**config.mk**
```make
export PLATFORM = sky130hd
export DESIGN_NAME = cache_write_merge_buffer
export DESIGN_NICKNAME = d
export VERILOG_FILES = /design/src/rtl/cache_write_merge_buffer.sv
export SDC_FILE = /design/constraint.sdc
export NUM_CORES = 2
export LEC_CHECK = 0
export BUFFER_PORTS_ARGS = -buffer_cell sky130_fd_sc_hd__buf_4
export CAP_MARGIN = 20
export CORE_MARGIN = 2
export CORE_UTILIZATION = 35
export DETAILED_ROUTE_END_ITERATION = 16
export PLACE_DENSITY_LB_ADDON = 0.3
export SYNTH_ARGS = -nofsm -noshare
export SYNTH_HDL_FRONTEND = slang
export SYNTH_SLANG_ARGS = --single-unit
```
**constraint.sdc**
```tcl
create_clock -name clk -period 40.2 [get_ports clk]
set_clock_uncertainty 0.05 [all_clocks]
set_input_delay 8.04 -clock clk [delete_from_list [all_inputs] [get_ports clk]]
set_output_delay 8.04 -clock clk [all_outputs]
set_load 0.02 [all_outputs]
```
**src/rtl/cache_write_merge_buffer.sv**
```systemverilog
// Write-merge buffer between store pipeline and cache data array.
// Accepted store hits are merged into a line-wide entry. Consecutive stores
// to the same {set, way} coalesce into the youngest entry. Entries drain
// in FIFO order through the wb_* handshake.
module cache_write_merge_buffer #(
  parameter int LINE_BITS = 256,
  parameter int WORD_BITS = 32,
  parameter int WAYS      = 2,
  parameter int DEPTH     = 4,
  parameter int IDX_BITS  = 3
) (
  input  logic                              clk,
  input  logic                              rst,
  input  logic                              req_valid,
  output logic                              req_ready,
  input  logic [WAYS-1:0]                   req_hit,
  input  logic [WAYS*LINE_BITS-1:0]         req_way_data,
  input  logic [IDX_BITS-1:0]               req_index,
  input  logic [$clog2(LINE_BITS/8)-1:0]    req_offset,
  input  logic [WORD_BITS-1:0]              req_wdata,
  input  logic [WORD_BITS/8-1:0]            req_byte_en,
  output logic                              wb_valid,
  input  logic                              wb_ready,
  output logic [IDX_BITS-1:0]               wb_index,
  output logic [WAYS-1:0]                   wb_way,
  output logic [LINE_BITS-1:0]              wb_data,
  output logic [LINE_BITS/8-1:0]            wb_mask,
  output logic                              miss,
  output logic [$clog2(DEPTH):0]            count
);

  localparam int OFF_BITS = $clog2(LINE_BITS/8);
  localparam int WB       = WORD_BITS/8;
  localparam int LB       = LINE_BITS/8;
  localparam int PTR_W    = (DEPTH > 1) ? $clog2(DEPTH) : 1;
  localparam int CNT_W    = $clog2(DEPTH) + 1;
  localparam logic [OFF_BITS-1:0] ALIGN_MASK = ~OFF_BITS'(WB-1);

  logic [IDX_BITS-1:0]  r_idx  [DEPTH];
  logic [WAYS-1:0]      r_way  [DEPTH];
  logic [LINE_BITS-1:0] r_data [DEPTH];
  logic [LB-1:0]        r_mask [DEPTH];
  logic [PTR_W-1:0]     r_head;
  logic [PTR_W-1:0]     r_tail;
  logic [CNT_W-1:0]     r_count;
  logic                 r_miss;

  logic                 w_accept;
  logic                 w_pop;
  logic                 w_store;
  logic                 w_match;
  logic                 w_coal;
  logic                 w_alloc;
  logic [PTR_W-1:0]     w_last;
  logic [WAYS-1:0]      w_sel_oh;
  logic [LINE_BITS-1:0] w_base;
  logic [OFF_BITS-1:0]  w_eff;
  logic [LINE_BITS-1:0] w_new_data;
  logic [LB-1:0]        w_new_mask;

  function automatic logic [PTR_W-1:0] ptr_inc(input logic [PTR_W-1:0] p);
    return (p == PTR_W'(DEPTH-1)) ? '0 : p + 1'b1;
  endfunction

  function automatic logic [PTR_W-1:0] ptr_dec(input logic [PTR_W-1:0] p);
    return (p == '0) ? PTR_W'(DEPTH-1) : p - 1'b1;
  endfunction

  assign req_ready = (r_count < CNT_W'(DEPTH));
  assign w_accept  = req_valid && req_ready;
  assign w_pop     = (r_count != '0) && wb_ready;
  assign w_store   = w_accept && (req_hit != '0) && (req_byte_en != '0);
  assign w_last    = ptr_dec(r_tail);
  assign w_eff     = req_offset & ALIGN_MASK;

  // Lowest-numbered hitting way wins; its line becomes the merge base.
  always_comb begin
    w_sel_oh = '0;
    w_base   = '0;
    for (int i = WAYS-1; i >= 0; i--) begin
      if (req_hit[i]) begin
        w_sel_oh    = '0;
        w_sel_oh[i] = 1'b1;
        w_base      = req_way_data[i*LINE_BITS +: LINE_BITS];
      end
    end
  end

  // Coalesce only into the youngest entry, and never into one leaving this cycle.
  assign w_match = (r_count != '0) && (r_idx[w_last] == req_index) &&
                   (r_way[w_last] == w_sel_oh) &&
                   !(w_pop && (r_count == CNT_W'(1)));
  assign w_coal  = w_store && w_match;
  assign w_alloc = w_store && !w_match;

  // Overlay the enabled store bytes onto either the tail entry or the way line.
  always_comb begin
    logic [OFF_BITS-1:0] pos;
    pos        = '0;
    w_new_data = w_match ? r_data[w_last] : w_base;
    w_new_mask = w_match ? r_mask[w_last] : '0;
    for (int i = 0; i < WB; i++) begin
      pos = w_eff + OFF_BITS'(i);
      if (req_byte_en[i]) begin
        w_new_data[{pos, 3'b000} +: 8] = req_wdata[i*8 +: 8];
        w_new_mask[pos]                = 1'b1;
      end
    end
  end

  // Entry storage, FIFO pointers, occupancy and the miss pulse.
  always_ff @(posedge clk or posedge rst) begin
    if (rst) begin
      for (int i = 0; i < DEPTH; i++) begin
        r_idx[i]  <= '0;
        r_way[i]  <= '0;
        r_data[i] <= '0;
        r_mask[i] <= '0;
      end
      r_head  <= '0;
      r_tail  <= '0;
      r_count <= '0;
      r_miss  <= 1'b0;
    end else begin
      if (w_coal) begin
        r_data[w_last] <= w_new_data;
        r_mask[w_last] <= w_new_mask;
      end
      if (w_alloc) begin
        r_idx[r_tail]  <= req_index;
        r_way[r_tail]  <= w_sel_oh;
        r_data[r_tail] <= w_new_data;
        r_mask[r_tail] <= w_new_mask;
        r_tail         <= ptr_inc(r_tail);
      end
      if (w_pop) begin
        r_head <= ptr_inc(r_head);
      end
      r_count <= r_count + CNT_W'(w_alloc) - CNT_W'(w_pop);
      r_miss  <= w_accept && (req_hit == '0);
    end
  end

  assign wb_valid = (r_count != '0);
  assign wb_index = wb_valid ? r_idx[r_head]  : '0;
  assign wb_way   = wb_valid ? r_way[r_head]  : '0;
  assign wb_data  = wb_valid ? r_data[r_head] : '0;
  assign wb_mask  = wb_valid ? r_mask[r_head] : '0;
  assign miss     = r_miss;
  assign count    = r_count;

endmodule

```
==> reports/results.tsv <==
stage	metric	value	unit
clock_tree	Num Clock Sinks	1180	
grt	initial antenna violation count	26	
yosys	number of synthesized flops with an enable pin	0	
yosys	Mapped Nets	5655	
yosys	Mapped Area	69200	um^2
clock_tree	hold buffers post-CTS	0	
grt	GRT Residual Overflow	0	
clock_tree	CTS tree	done	
clock_tree	Clk pin slew, worst setup/hold paths	0.05	ns
sta	Slew Viols, Final	0	
die	Initial Utilization	0.351	
worst_setup_path	crit path max fanout	42	
sta	hold_ws	0.458	ns
grt	GR Util All Layers	0.263	
worst_setup_path	WP data required	32.11	ns
clock_tree	post-CTS sizing	0	
clock_tree	H-tree levels	4	
grt	global route hottest layer	met2	
sta	RSZ-0062 raised after global routing	no	
yosys	distinct cell type count after synthesis	49	
drt	initial DRC count	4929	
sta	Final Cycle Share	0.349	
clock_tree	clock latency on the worst-skew pair	0.81	ns
die	die area	201000	um^2
yosys	count of state elements after synthesis	1180	
sta	worst setup margin	26.17	ns
sta	min Tclk post-route	14.03	ns
yosys	yosys warns	0	
layout	Filler cells	18200	
grt	vias in the first global route	52000	
yosys	most frequent cell after synthesis	dfrtp_1	
die	die height	449	um
pwr	Max VDD drop	0.0580	mV
yosys	Synth top cells by count	dfrtp_1, mux2_1, mux4_2, mux2_2, clkbuf_1	
layout	Reg area	29500	um^2
die	chip width	449	um
sta	Setup Total Neg Slack	0	ns
drt	Final ANT Viol Nets	0	
clock_tree	Root Buffer	clkbuf_16	
placed_design	port bufs	858	
yosys	synth top area cells	dfrtp_1, mux4_2, mux2_1	
drt	detailed-route via count	52100	
placed_design	pre-CTS WS	26.03	ns
layout	area of the multi-input gates	36800	um^2
grt	first-pass GRT wire length	389	mm
placed_design	Placer Congestion	0.869	
sta	highest clock rate	71.3	MHz
layout	fin area	81800	um^2
sta	relative slew slack	0.232	
drt	WL/cell	32.3	um
hold_path	Hold WC Path Type	flip-flop to flip-flop	
sta	worst-margin pin slew	1.15	ns
sta	Hold Fails Final Rpt	0	
die	site row count	163	
yosys	FFs w/ async S/R, synth	1.00	
placed_design	Post-DP HPWL	173	mm
yosys	Mapped Avg Cell Area	13.6	um^2
yosys	post-synthesis instance total	5075	
outcome	status	finished clean	
drt	vias per inst	6.19	
worst_setup_path	crit path launch type	flip-flop	
die	core area	197000	um^2
placed_design	Post-DP Area	77100	um^2
grt	largest net degree at the start of global routing	164	
grt	met1 Usage GRT	0.344	
layout	Core Util, Final	0.416	
pwr	power density cells	91.5	nW/um^2
grt	met3 Use GR	0.0621	
grt	GR Util met2	0.405	
worst_setup_path	CP endpoint kind	output port	
die	IO Count	861	
layout	final net count	6215	
sta	final setup violation count	0	
drt	first-pass iteration count of the detailed router	6	
run	Max-Cap Viols	0	
layout	share of layout cells above drive strength 1	0.377	
yosys	Seq/Total Area, Yosys	0.427	
clock_tree	CTS Buf Count	140	
yosys	commonest register cell after synthesis	dfrtp_1	
worst_setup_path	kind of critical path	flip-flop to output port	
pwr	Lkg Pwr	35.2	nW
layout	area delta synth->final	18.2	%
clock_tree	CTS Buffer Depth	3	
yosys	Yosys top cell area share	0.427	
clock_tree	buffer count from post-CTS setup fixing	0	
yosys	Yosys top cell by area	dfrtp_1	
worst_setup_path	crit path DAT	5.94	ns
drt	# DRC	0	
drt	routed wire length	271	mm
kinds of logic after synthesis:
family                     Yosys count  synth area share
AOI/OAI and AO/OA                  722            0.0779
xor gates and xnor gates             6          0.000868
adders and majority gates           18           0.00336
buffers and inverters              562            0.0436
DFF                               1180             0.427
muxes                             1759             0.382
and+or+nand+nor                    828            0.0656
power breakdown:
group / switching [mW] / total, mW / internal, mW
clock network: 0.539 / 1.28 / 0.743
logic: 2.13 / 4.04 / 1.92
registers: 0.425 / 2.16 / 1.73
total: 3.09 / 7.49 / 4.39
path summary, 6_finish.rpt:
path	startpoint	depth (start not counted)	slack, ns	endpoint
worst max register to register	r_tail[0]$_DFFE_PP0P_	11	33.15	r_data[419]$_DFF_PP0_
worst min-delay path	r_way[7]$_DFFE_PP0P_	2	0.46	r_way[7]$_DFFE_PP0P_
worst min register to register	r_way[7]$_DFFE_PP0P_	2	0.46	r_way[7]$_DFFE_PP0P_
min in group asynchronous	rst	2	7.36	r_mask[27]$_DFF_PP0_
max in group asynchronous	rst	7	28.13	r_data[385]$_DFF_PP0_
worst max-delay path	r_head[0]$_DFFE_PP0P_	7	26.17	wb_data[203]
state kept, by name, indices dropped and copies added, names as in the netlist:
signal / count
r_mask: 128
r_data: 1024
r_way: 8
r_head: 2
count: 3
miss: 1
r_tail: 2
r_idx: 12
metrics by stage:
stage | power [mW] | std cells
6_report | 7.49 | 8411
5_1_grt | 7.83 | 8395
4_1_cts | 7.51 | 8375
3_5_place_dp | 6.20 | 8130
3_3_place_gp | 6.13 | 8129
2_1_floorplan | 4.79 | 5075
placed cells by master (no fill, tap or decap), types with 32 or more instances in the layout:
cell / n
nor3_1: 62
a211oi_1: 147
o41ai_1: 32
nand2_1: 140
a22oi_1: 51
diode_2: 33
dfrtp_1: 1178
o211ai_1: 37
mux2_2: 366
mux2_1: 801
a21oi_1: 148
clkbuf_1: 32
mux4_2: 586
and2_1: 302
nand4_1: 37
buf_4: 948
nor4_1: 141
nor2_1: 74
a221oi_1: 181
clkbuf_16: 142
metal layers:
layer  share of wire  up-vias
li1                -    21200
met1            0.39    27900
met2            0.47     2561
met3           0.082      478
met4           0.055        4
met5        0.000085        -
final cells by class:
| class | instances | share of cell area |
|---|---|---|
| multi-input combinational | 3333 | 0.450 |
| clock buffer | 202 | 0.0496 |
| timing repair buffer | 964 | 0.0910 |
| antenna | 33 | 0.00101 |
| sequential | 1180 | 0.361 |
| inverter | 16 | 0.000780 |
| clock inverter | 43 | 0.00607 |
| tap | 2640 | 0.0404 |
critical path, stage by stage, from the launching register on:
cell and delay, ns:
dfrtp_4 0.85, buf_4 0.87, buf_4 0.75, buf_4 0.74
buf_4 0.74, mux4_2 0.66, and2_1 0.23, buf_4 0.17
Note: power is estimated with default switching activity, not from simulation.
